**config.mk**
```make
export PLATFORM = sky130hd
export DESIGN_NAME = tx_framer
export DESIGN_NICKNAME = d
export VERILOG_FILES = /design/src/rtl/tx_pkg.sv /design/src/rtl/sym_timer.sv /design/src/rtl/tx_framer.sv
export SDC_FILE = /design/constraint.sdc
export NUM_CORES = 1
export LEC_CHECK = 0
export BUFFER_PORTS_ARGS = -buffer_cell sky130_fd_sc_hd__buf_2
export CAP_MARGIN = 40
export CORE_MARGIN = 2
export CORE_UTILIZATION = 50
export DETAILED_ROUTE_END_ITERATION = 12
export PLACE_DENSITY = 0.73
export SLEW_MARGIN = 20
export SYNTH_ARGS = -nofsm -noshare
export SYNTH_HDL_FRONTEND = slang
export SYNTH_HIERARCHICAL = 1
export SYNTH_SLANG_ARGS = --single-unit
```
**constraint.sdc**
```tcl
create_clock -name clk_sig -period 5.7 [get_ports clk_sig]
set_input_delay 1.425 -clock clk_sig [delete_from_list [all_inputs] [get_ports clk_sig]]
set_output_delay 1.425 -clock clk_sig [all_outputs]
set_load 0.005 [all_outputs]
```
**src/rtl/tx_pkg.sv**
```systemverilog
// Shared definitions for the BPSK transmit framer.
// Holds the framer FSM state encoding, the two's-complement BPSK symbol
// constants and the default Barker-7 preamble word.
package tx_pkg;

  typedef enum logic [1:0] {
    StIdle  = 2'd0,
    StPre   = 2'd1,
    StPay   = 2'd2,
    StGuard = 2'd3
  } tx_state_e;

  localparam logic [1:0] SymPos  = 2'b01;  // bit 1 -> +1
  localparam logic [1:0] SymNeg  = 2'b11;  // bit 0 -> -1
  localparam logic [1:0] SymIdle = 2'b00;  // no energy

  // Barker-7, MSB first: 1110010
  localparam logic [31:0] Barker7 = 32'h0000_0072;

  // Largest of three segment lengths, used to size the symbol counter.
  function automatic int unsigned max3(input int unsigned a, input int unsigned b,
                                       input int unsigned c);
    int unsigned m;
    m = (a > b) ? a : b;
    return (m > c) ? m : c;
  endfunction

endpackage

```
**src/rtl/sym_timer.sv**
```systemverilog
// Free-running symbol timer.
// Counts 0..DIV-1 on clk_sig and wraps; sym_tick is high while the count
// sits at DIV-1, i.e. during the last cycle of every symbol period.
// Ports:
//   clk_sig  - clock (rising edge)
//   rst_n    - asynchronous active-low reset, count returns to 0
//   sym_tick - end-of-symbol strobe
module sym_timer #(
  parameter int unsigned DIV = 5
) (
  input  logic clk_sig,
  input  logic rst_n,
  output logic sym_tick
);

  localparam int unsigned CW = (DIV > 1) ? $clog2(DIV) : 1;

  logic [CW-1:0] cnt_q, cnt_d;

  assign sym_tick = (cnt_q == CW'(DIV - 1));

  always_comb begin
    cnt_d = sym_tick ? '0 : cnt_q + 1'b1;
  end

  always_ff @(posedge clk_sig or negedge rst_n) begin
    if (!rst_n) begin
      cnt_q <= '0;
    end else begin
      cnt_q <= cnt_d;
    end
  end

endmodule

```
**src/rtl/tx_framer.sv**
```systemverilog
// BPSK transmit framer: preamble, payload and optional guard, one symbol
// per DIV clocks.
// Ports:
//   clk_sig     - clock (rising edge, the only clock)
//   rst_n       - asynchronous active-low reset, aborts any frame
//   start_p     - one-cycle frame request (CONT=0 only), ignored when busy
//   data_sig    - payload bit
//   data_valid  - data_sig is valid
//   data_ready  - payload bit consumed this cycle
//   sym_sig     - BPSK symbol (+1 = 01, -1 = 11, idle = 00)
//   sym_stb     - first cycle of each symbol
//   sel_sig     - 0 during preamble, 1 otherwise
//   frame_start - first cycle of preamble symbol 0
//   busy        - FSM not idle
//   underrun    - sticky: a payload symbol lacked valid data
module tx_framer
  import tx_pkg::*;
#(
  parameter int unsigned PRE_LEN     = 7,
  parameter logic [31:0] PRE_PATTERN = Barker7,
  parameter int unsigned PAY_LEN     = 50,
  parameter int unsigned GUARD_LEN   = 0,
  parameter int unsigned DIV         = 5,
  parameter int unsigned CONT        = 1
) (
  input  logic       clk_sig,
  input  logic       rst_n,
  input  logic       start_p,
  input  logic       data_sig,
  input  logic       data_valid,
  output logic       data_ready,
  output logic [1:0] sym_sig,
  output logic       sym_stb,
  output logic       sel_sig,
  output logic       frame_start,
  output logic       busy,
  output logic       underrun
);

  localparam int unsigned CW = $clog2(max3(PRE_LEN, PAY_LEN, GUARD_LEN)) + 1;

  logic          sym_tick;
  tx_state_e     state_q, state_d;
  logic [CW-1:0] cnt_q, cnt_d;
  logic          start_q, start_d;
  logic [1:0]    sym_q, sym_d;
  logic          stb_q, stb_d;
  logic          sel_q, sel_d;
  logic          fs_q, fs_d;
  logic          underrun_q, underrun_d;
  logic          ur_set;
  logic [4:0]    pre_idx;

  sym_timer #(
    .DIV (DIV)
  ) u_sym_timer (
    .clk_sig  (clk_sig),
    .rst_n    (rst_n),
    .sym_tick (sym_tick)
  );

  // The registered state/counter name the symbol currently on sym_sig. On a
  // tick the next symbol is decided from state_d/cnt_d and loaded together
  // with it, so outputs change on the cycle after sym_tick.
  always_comb begin
    state_d    = state_q;
    cnt_d      = cnt_q;
    start_d    = start_q;
    sym_d      = sym_q;
    stb_d      = 1'b0;
    sel_d      = sel_q;
    fs_d       = 1'b0;
    data_ready = 1'b0;
    ur_set     = 1'b0;
    pre_idx    = '0;

    if (state_q == StIdle && start_p) begin
      start_d = 1'b1;
    end

    if (sym_tick) begin
      stb_d = 1'b1;
      unique case (state_q)
        StIdle: begin
          if (CONT != 0 || start_q || start_p) state_d = StPre;
        end
        StPre: begin
          if (cnt_q == CW'(PRE_LEN - 1)) state_d = StPay;
          else cnt_d = cnt_q + 1'b1;
        end
        StPay: begin
          if (cnt_q == CW'(PAY_LEN - 1)) begin
            if (GUARD_LEN != 0) state_d = StGuard;
            else state_d = (CONT != 0) ? StPre : StIdle;
          end else begin
            cnt_d = cnt_q + 1'b1;
          end
        end
        StGuard: begin
          if (cnt_q == CW'(GUARD_LEN - 1)) state_d = (CONT != 0) ? StPre : StIdle;
          else cnt_d = cnt_q + 1'b1;
        end
        default: state_d = StIdle;
      endcase

      if (state_d != state_q) cnt_d = '0;
      // Any tick in idle either consumes the request or there was none.
      if (state_q == StIdle) start_d = 1'b0;

      unique case (state_d)
        StPre: begin
          sel_d   = 1'b0;
          pre_idx = 5'(PRE_LEN - 1 - 32'(cnt_d));
          sym_d   = PRE_PATTERN[pre_idx] ? SymPos : SymNeg;
          fs_d    = (state_q != StPre);
        end
        StPay: begin
          // Bit for the payload symbol that starts on the next cycle.
          sel_d      = 1'b1;
          data_ready = 1'b1;
          if (data_valid) begin
            sym_d = data_sig ? SymPos : SymNeg;
          end else begin
            sym_d  = SymIdle;
            ur_set = 1'b1;
          end
        end
        default: begin
          sel_d = 1'b1;
          sym_d = SymIdle;
        end
      endcase
    end

    // Clear on the edge that raises frame_start; a same-cycle set wins.
    if (ur_set) underrun_d = 1'b1;
    else if (fs_d) underrun_d = 1'b0;
    else underrun_d = underrun_q;
  end

  always_ff @(posedge clk_sig or negedge rst_n) begin
    if (!rst_n) begin
      state_q    <= StIdle;
      cnt_q      <= '0;
      start_q    <= 1'b0;
      sym_q      <= SymIdle;
      stb_q      <= 1'b0;
      sel_q      <= 1'b1;
      fs_q       <= 1'b0;
      underrun_q <= 1'b0;
    end else begin
      state_q    <= state_d;
      cnt_q      <= cnt_d;
      start_q    <= start_d;
      sym_q      <= sym_d;
      stb_q      <= stb_d;
      sel_q      <= sel_d;
      fs_q       <= fs_d;
      underrun_q <= underrun_d;
    end
  end

  assign sym_sig     = sym_q;
  assign sym_stb     = stb_q;
  assign sel_sig     = sel_q;
  assign frame_start = fs_q;
  assign busy        = (state_q != StIdle);
  assign underrun    = underrun_q;

endmodule

```
==> results of run 1 <==
## registers in the layout (all words and copies together) (netlist names)
signal / count
u_sym_timer/cnt_q: 3
sym_stb: 1
sym_sig: 2
frame_start: 1
cnt_q: 7
sel_sig: 1
state_q: 2
underrun: 1
## cell families (layout without fill, tap and decap cells)
kind of cell / after synthesis / after routing / synth area share
AND/OR/NAND/NOR: 39 / 39 / 0.189
XOR/XNOR: 1 / 1 / 0.00794
buffers and inverters: 20 / 32 / 0.0692
flip-flops: 18 / 18 / 0.409
AO/OA/AOI/OAI: 30 / 30 / 0.206
multiplexers: 4 / 4 / 0.0385
adder cells (fa/ha/maj): 7 / 7 / 0.0794
## cells in the final DEF (no fill, tap or decap), drive strengths merged, types with 2 or more instances in the layout
master   n
mux2     2
a211oi   2
and2     2
dfrtp   17
nor2    10
and3     3
nand2b   2
o22ai    2
o21a     2
mux2i    2
nand2    8
nand3    6
nor3     2
o21ai   10
a22o     2
buf     11
clkbuf   4
o311ai   2
inv     17
ha       7
## through the flow
stage	util	total power [mW]	hold slack [ps]	setup slack (ps)	area, um2
after CTS	0.567	0.218	489	1940	1220
after detailed placement	0.550	0.139	465	2290	1180
final	0.567	0.215	484	1940	1220
after global routing	0.567	0.223	503	1770	1220
after global placement	0.550	0.138	456	2300	1180
after floorplan	-	0.134	429	2560	1100
## area by class of cell
class | count | share of cell area
clock buffer | 4 | 0.0298
inverter | 17 | 0.0524
multi-input combinational | 81 | 0.473
sequential | 18 | 0.371
tap | 28 | 0.0288
timing repair buffer | 11 | 0.0452
## worst register-to-register path, stage by stage (launching register included)
cell and delay (ps):
dfrtp_1 480, or2_1 280, o311ai_1 350, o21a_1 240
and2_1 200, ha_1 290, o31ai_1 270, o21ai_0 150
o41ai_2 70
## cells in the mapped netlist (2+ instances only)
master and count:
nor3_1 2, o22ai_1 2, o311ai_1 2, o21ai_0 3, o21a_1 2, and3_1 3, dfrtp_1 17, nor2_1 10
nand2b_1 2, clkbuf_1 2, o21ai_1 7, mux2_2 2, inv_1 16, nand3_1 5, ha_1 7, nand2_1 7
a22o_1 2, mux2i_1 2
## final timing paths
path                            slack (ps)         end  startpoint
min in group asynchronous             1040    cnt_q[6]       rst_n
worst min register to register         480  sym_sig[0]  sym_sig[0]
worst min-delay path                   480  sym_sig[0]  sym_sig[0]
worst max register to register        3280  sym_sig[1]    cnt_q[3]
worst max-delay path                  1940  data_ready    cnt_q[3]
max in group asynchronous             4340     sel_sig       rst_n
## layer usage
metal,vias up,global-route usage,share of wire
met5,-,0,0
met4,0,0.0811,0.023
met3,8,0.0556,0.044
met2,27,0.294,0.47
met1,429,0.252,0.46
li1,442,-,-
## report_power, final
group          total, mW  internal [mW]  leakage [nW]  switching (mW)
registers          0.129          0.129         0.228        0.000497
logic            0.00667        0.00259         0.328         0.00408
clock network     0.0795         0.0390        0.0210          0.0405
==> out/results.txt, run 1 <==
Syn Nets: 131
P per Cell Area: 177 mW/mm2
CP bufs+invs: 3
Final Hold Viols: 0
ys flop type: dfrtp_1
Final TNS setup: 0 ps
Multi-input gate area: 576 um2
TritonCTS clock tree: done
register area: 452 um2
CP max FO: 7
clock skew: 2.15 ps
Crit path arrival time: 2340 ps
Hold Path Stages: 1
R2R cell count: 8
initial antenna violation count: 0
# Post-CTS Setup Buffers: 0
Routability Congestion: 0.850
drt via density: 5.70
Post-synth EDFFs: 0
worst slew pin tran: 505 ps
H-tree depth: 1
synthesized instance count: 119
status: finished clean
Final Cycle Share: 0.660
setup violators final: 0
ant diodes: 0
Die W: 51.0 um
fin crit period: 3760 ps
Layout area overhead: 10.3%
Crit Path Class: reg2out
CP Capture Type: primary output
Initial Utilization: 0.514
fin nets: 144
worst-path cell chain: or2_1 > o311ai_1 > o21a_1 > and2_1 > inv_2 > ha_1 > nand2_1 > inv_1 > buf_2
Synth area leaders: dfrtp_1 (39%), ha_1 (7.9%), inv_1 (5.4%), nor2_1 (3.4%), o21ai_1 (3.2%)
sequential area share after synthesis: 0.409
num ports: 13
Pre-antenna DRT Iters: 4
Worst-Skew Late Latency: 300 ps
die span in y: 51.0 um
# hold bufs at CTS: 0
DR WL/cell: 13.9 um
vias in the first global route: 781
first-pass GRT wire length: 3680 um
ys async rst share: 1.00
maximum vdd drop: 0.165 mV
CTS Buffer Depth: 2
crit start category: flip-flop
Total GRT Usage: 0.192
Max Cap Violations: 0
Port Buffers: 11
Syn Std Cell Area: 0.00110 mm2
min-delay worst type: reg2reg
pin count of the biggest net entering global routing: 24
Worst path depth: 9
TritonCTS buffer count: 3
post-synth top area share: 0.385
non-filler cells, final: 159
CP top delay family: compound AO/OA/AOI/OAI gates
largest area contributor in the netlist: dfrtp_1
# clock sinks: 18
routed wire length: 2210 um
Ys Warns: 6
filler instances: 192
root buffer cell: clkbuf_4
core area: 0.00215 mm2
clock slew at reported path FFs: 100 ps
Synth Area per Inst: 9.27 um2
#FFs+latches synth: 18
DR vias: 906
share of layout cells above drive strength 1: 0.214
Req. time, crit path: 4280 ps
RSZ-0062 raised after global routing: no
DR DRC count: 0
Max-slew headroom: 0.662
Post-DP HPWL: 1610 um
Die ar.: 0.00260 mm2
Pleak: 0.577 nW
Initial DRC Count: 36
post-synth cell types: 44
CP max stage cell: dfrtp_1
placed cells: 155
antenna viol nets, final: 0
worst stage delay on the critical path: 480 ps
GR Overflow Total: 0
fin. max-slew vios: 0
post-CTS resize count: 0
Core Rows: 17
Fmax: 0.266 GHz
(Power assumes the default switching activity.)
==> run 2, diff against run 1 <==
PLACE_DENSITY = 0.76   (was 0.73)
clock period = 3.1 ns   (was 5.7 ns; I/O delays follow)
==> out/results.txt, run 2 (same netlist as run 1, synthesis figures left out) <==
status: finished clean
Final Hold Viols: 0 (unchanged)
share of layout cells above drive strength 1: 0.272 (+0.0583)
clock skew: 5.68 ps (+3.53 ps)
P per Cell Area: 289 mW/mm2 (+64%)
# hold bufs at CTS: 0 (unchanged)
Final Cycle Share: 0.966
Pleak: 0.602 nW (+4.3%)
Max Used Layer: met4
register area: 453 um2 (+0.28%)
routed wire length: 2250 um (+1.5%)
fin crit period: 3000 ps
biggest regs: cnt_q x7, u_sym_timer/cnt_q x3
setup violators final: 0 (unchanged)
Layout area overhead: 14.5%
min-delay worst type: in2async
commonest cells after routing, fill and taps aside: dfrtp_1 (16), inv_1 (15), buf_2 (11), nor2_1 (10)
antenna viol nets, final: 0 (unchanged)
filler instances: 183 (-4.7%)
non-filler cells, final: 164 (+3.1%)
drt via density: 5.58 (-2.1%)
CTS Buffer Depth: 2 (unchanged)
commonest non-fill, non-tap cell in the layout: dfrtp_1
Largest register FFs: 7 (unchanged)
crit start category: flip-flop
Area after DPL: 0.00119 mm2 (+0.64%)
Port Buffers: 11 (unchanged)
most flop-heavy register: cnt_q
initial antenna violation count: 0 (unchanged)
Die ar.: 0.00260 mm2 (unchanged)
post-route design area: 0.00126 mm2 (+3.8%)
CP Capture Type: primary output
TritonCTS buffer count: 3 (unchanged)
hold slack: 392 ps (-91.7 ps)
TritonCTS clock tree: done
pin count of the biggest net entering global routing: 24 (unchanged)
Crit Path Class: reg2out
Crit path arrival time: 2220 ps (-120 ps)
Worst-Skew Late Latency: 290 ps (about the same)
Post-DP HPWL: 1600 um (-0.78%)
Max Cap Violations: 0 (unchanged)
worst slew pin tran: 566 ps (+60.9 ps)
Core Rows: 17 (unchanged)
root buffer cell: clkbuf_4
Req. time, crit path: 2320 ps (-1960 ps)
metal3 WL: 86 um (-12%)
placed cells: 156 (+0.65%)
Routability Congestion: 0.882 (+3.7%)
Pre-antenna DRT Iters: 5 (+1)
die span in y: 51.0 um (unchanged)
met2 wire length: 1110 um (+7.6%)
fin. max-slew vios: 0 (unchanged)
# clock sinks: 18 (unchanged)
GR Overflow Total: 0 (unchanged)
Max-slew headroom: 0.621 (-0.0408)
first-pass GRT wire length: 3620 um (-1.5%)
Final TNS setup: 0 ps (unchanged)
core area: 0.00215 mm2 (unchanged)
Total GRT Usage: 0.187 (-0.00488)
vias in the first global route: 844 (+8.1%)
ant diodes: 0 (unchanged)
Initial DRC Count: 9 (-75%)
clock slew at reported path FFs: 100 ps (about the same)
fin nets: 149 (+3.5%)
Die W: 51.0 um (unchanged)
DR vias: 915 (+0.99%)
maximum vdd drop: 0.230 mV (+39%)
met1 WL: 1020 um (-1.2%)
Initial Utilization: 0.514 (unchanged)
Fmax: 0.334 GHz
num ports: 13 (unchanged)
Multi-input gate area: 593 um2 (+3.0%)
CP max FO: 6 (-1)
H-tree depth: 1 (unchanged)
Final Util: 0.588 (+0.0215)
DR WL/cell: 13.7 um (-1.6%)
DR DRC count: 0 (unchanged)
run 2: metal layers:
layer	vias to the layer above	global-route usage
met4	0	0.0450
met2	22	0.307
met1	437	0.243
met3	4	0.0526
li1	452	-
met5	-	0
run 2: power breakdown:
group | switching (mW) | internal, mW
Clock | 0.0662 | 0.0500
Sequential | 0.000832 | 0.237
Combinational | 0.00733 | 0.00476
run 2: timing repair:
| action | in CTS | in global routing |
|---|---|---|
| endpoints found under the setup margin | 0 | 1 |
| resized for setup | 0 | 5 |
| setup buffers | 0 | 4 |
run 2: worst max-delay path, stage by stage (launching register included):
cell	delay, ps
dfrtp_2	450
or2_1	270
o311ai_2	340
o21a_1	240
and2_4	180
inv_2	30
ha_1	190
nand2_1	80
inv_1	40
buf_2	110
run 2: area by class of cell:
type / count / share of cell area
Clock buffer: 4 / 0.0208
Inverter: 17 / 0.0505
Multi-Input combinational cell: 81 / 0.469
Sequential cell: 18 / 0.358
Tap cell: 28 / 0.0277
Timing Repair Buffer: 16 / 0.0733
run 2: worst paths after layout:
kind                                      start                    to  slack [ps]  cells after the start
min in group clk_sig       u_sym_timer/cnt_q[0]  u_sym_timer/cnt_q[0]         470                      1
max in group asynchronous                 rst_n               sel_sig        2380                      1
max                                    cnt_q[3]            data_ready         100                      9
max reg2reg                            cnt_q[3]            sym_sig[1]         690                      9
min reg2reg                u_sym_timer/cnt_q[0]  u_sym_timer/cnt_q[0]         470                      1
min                                       rst_n              cnt_q[6]         390                      1
run 2: per-stage QoR:
stage	power (mW)	worst slack, ps
floorplan	0.246	614
global placement	0.254	402
detailed placement	0.255	355
CTS	0.373	17.2
global route	0.381	-27.5
finish	0.366	104
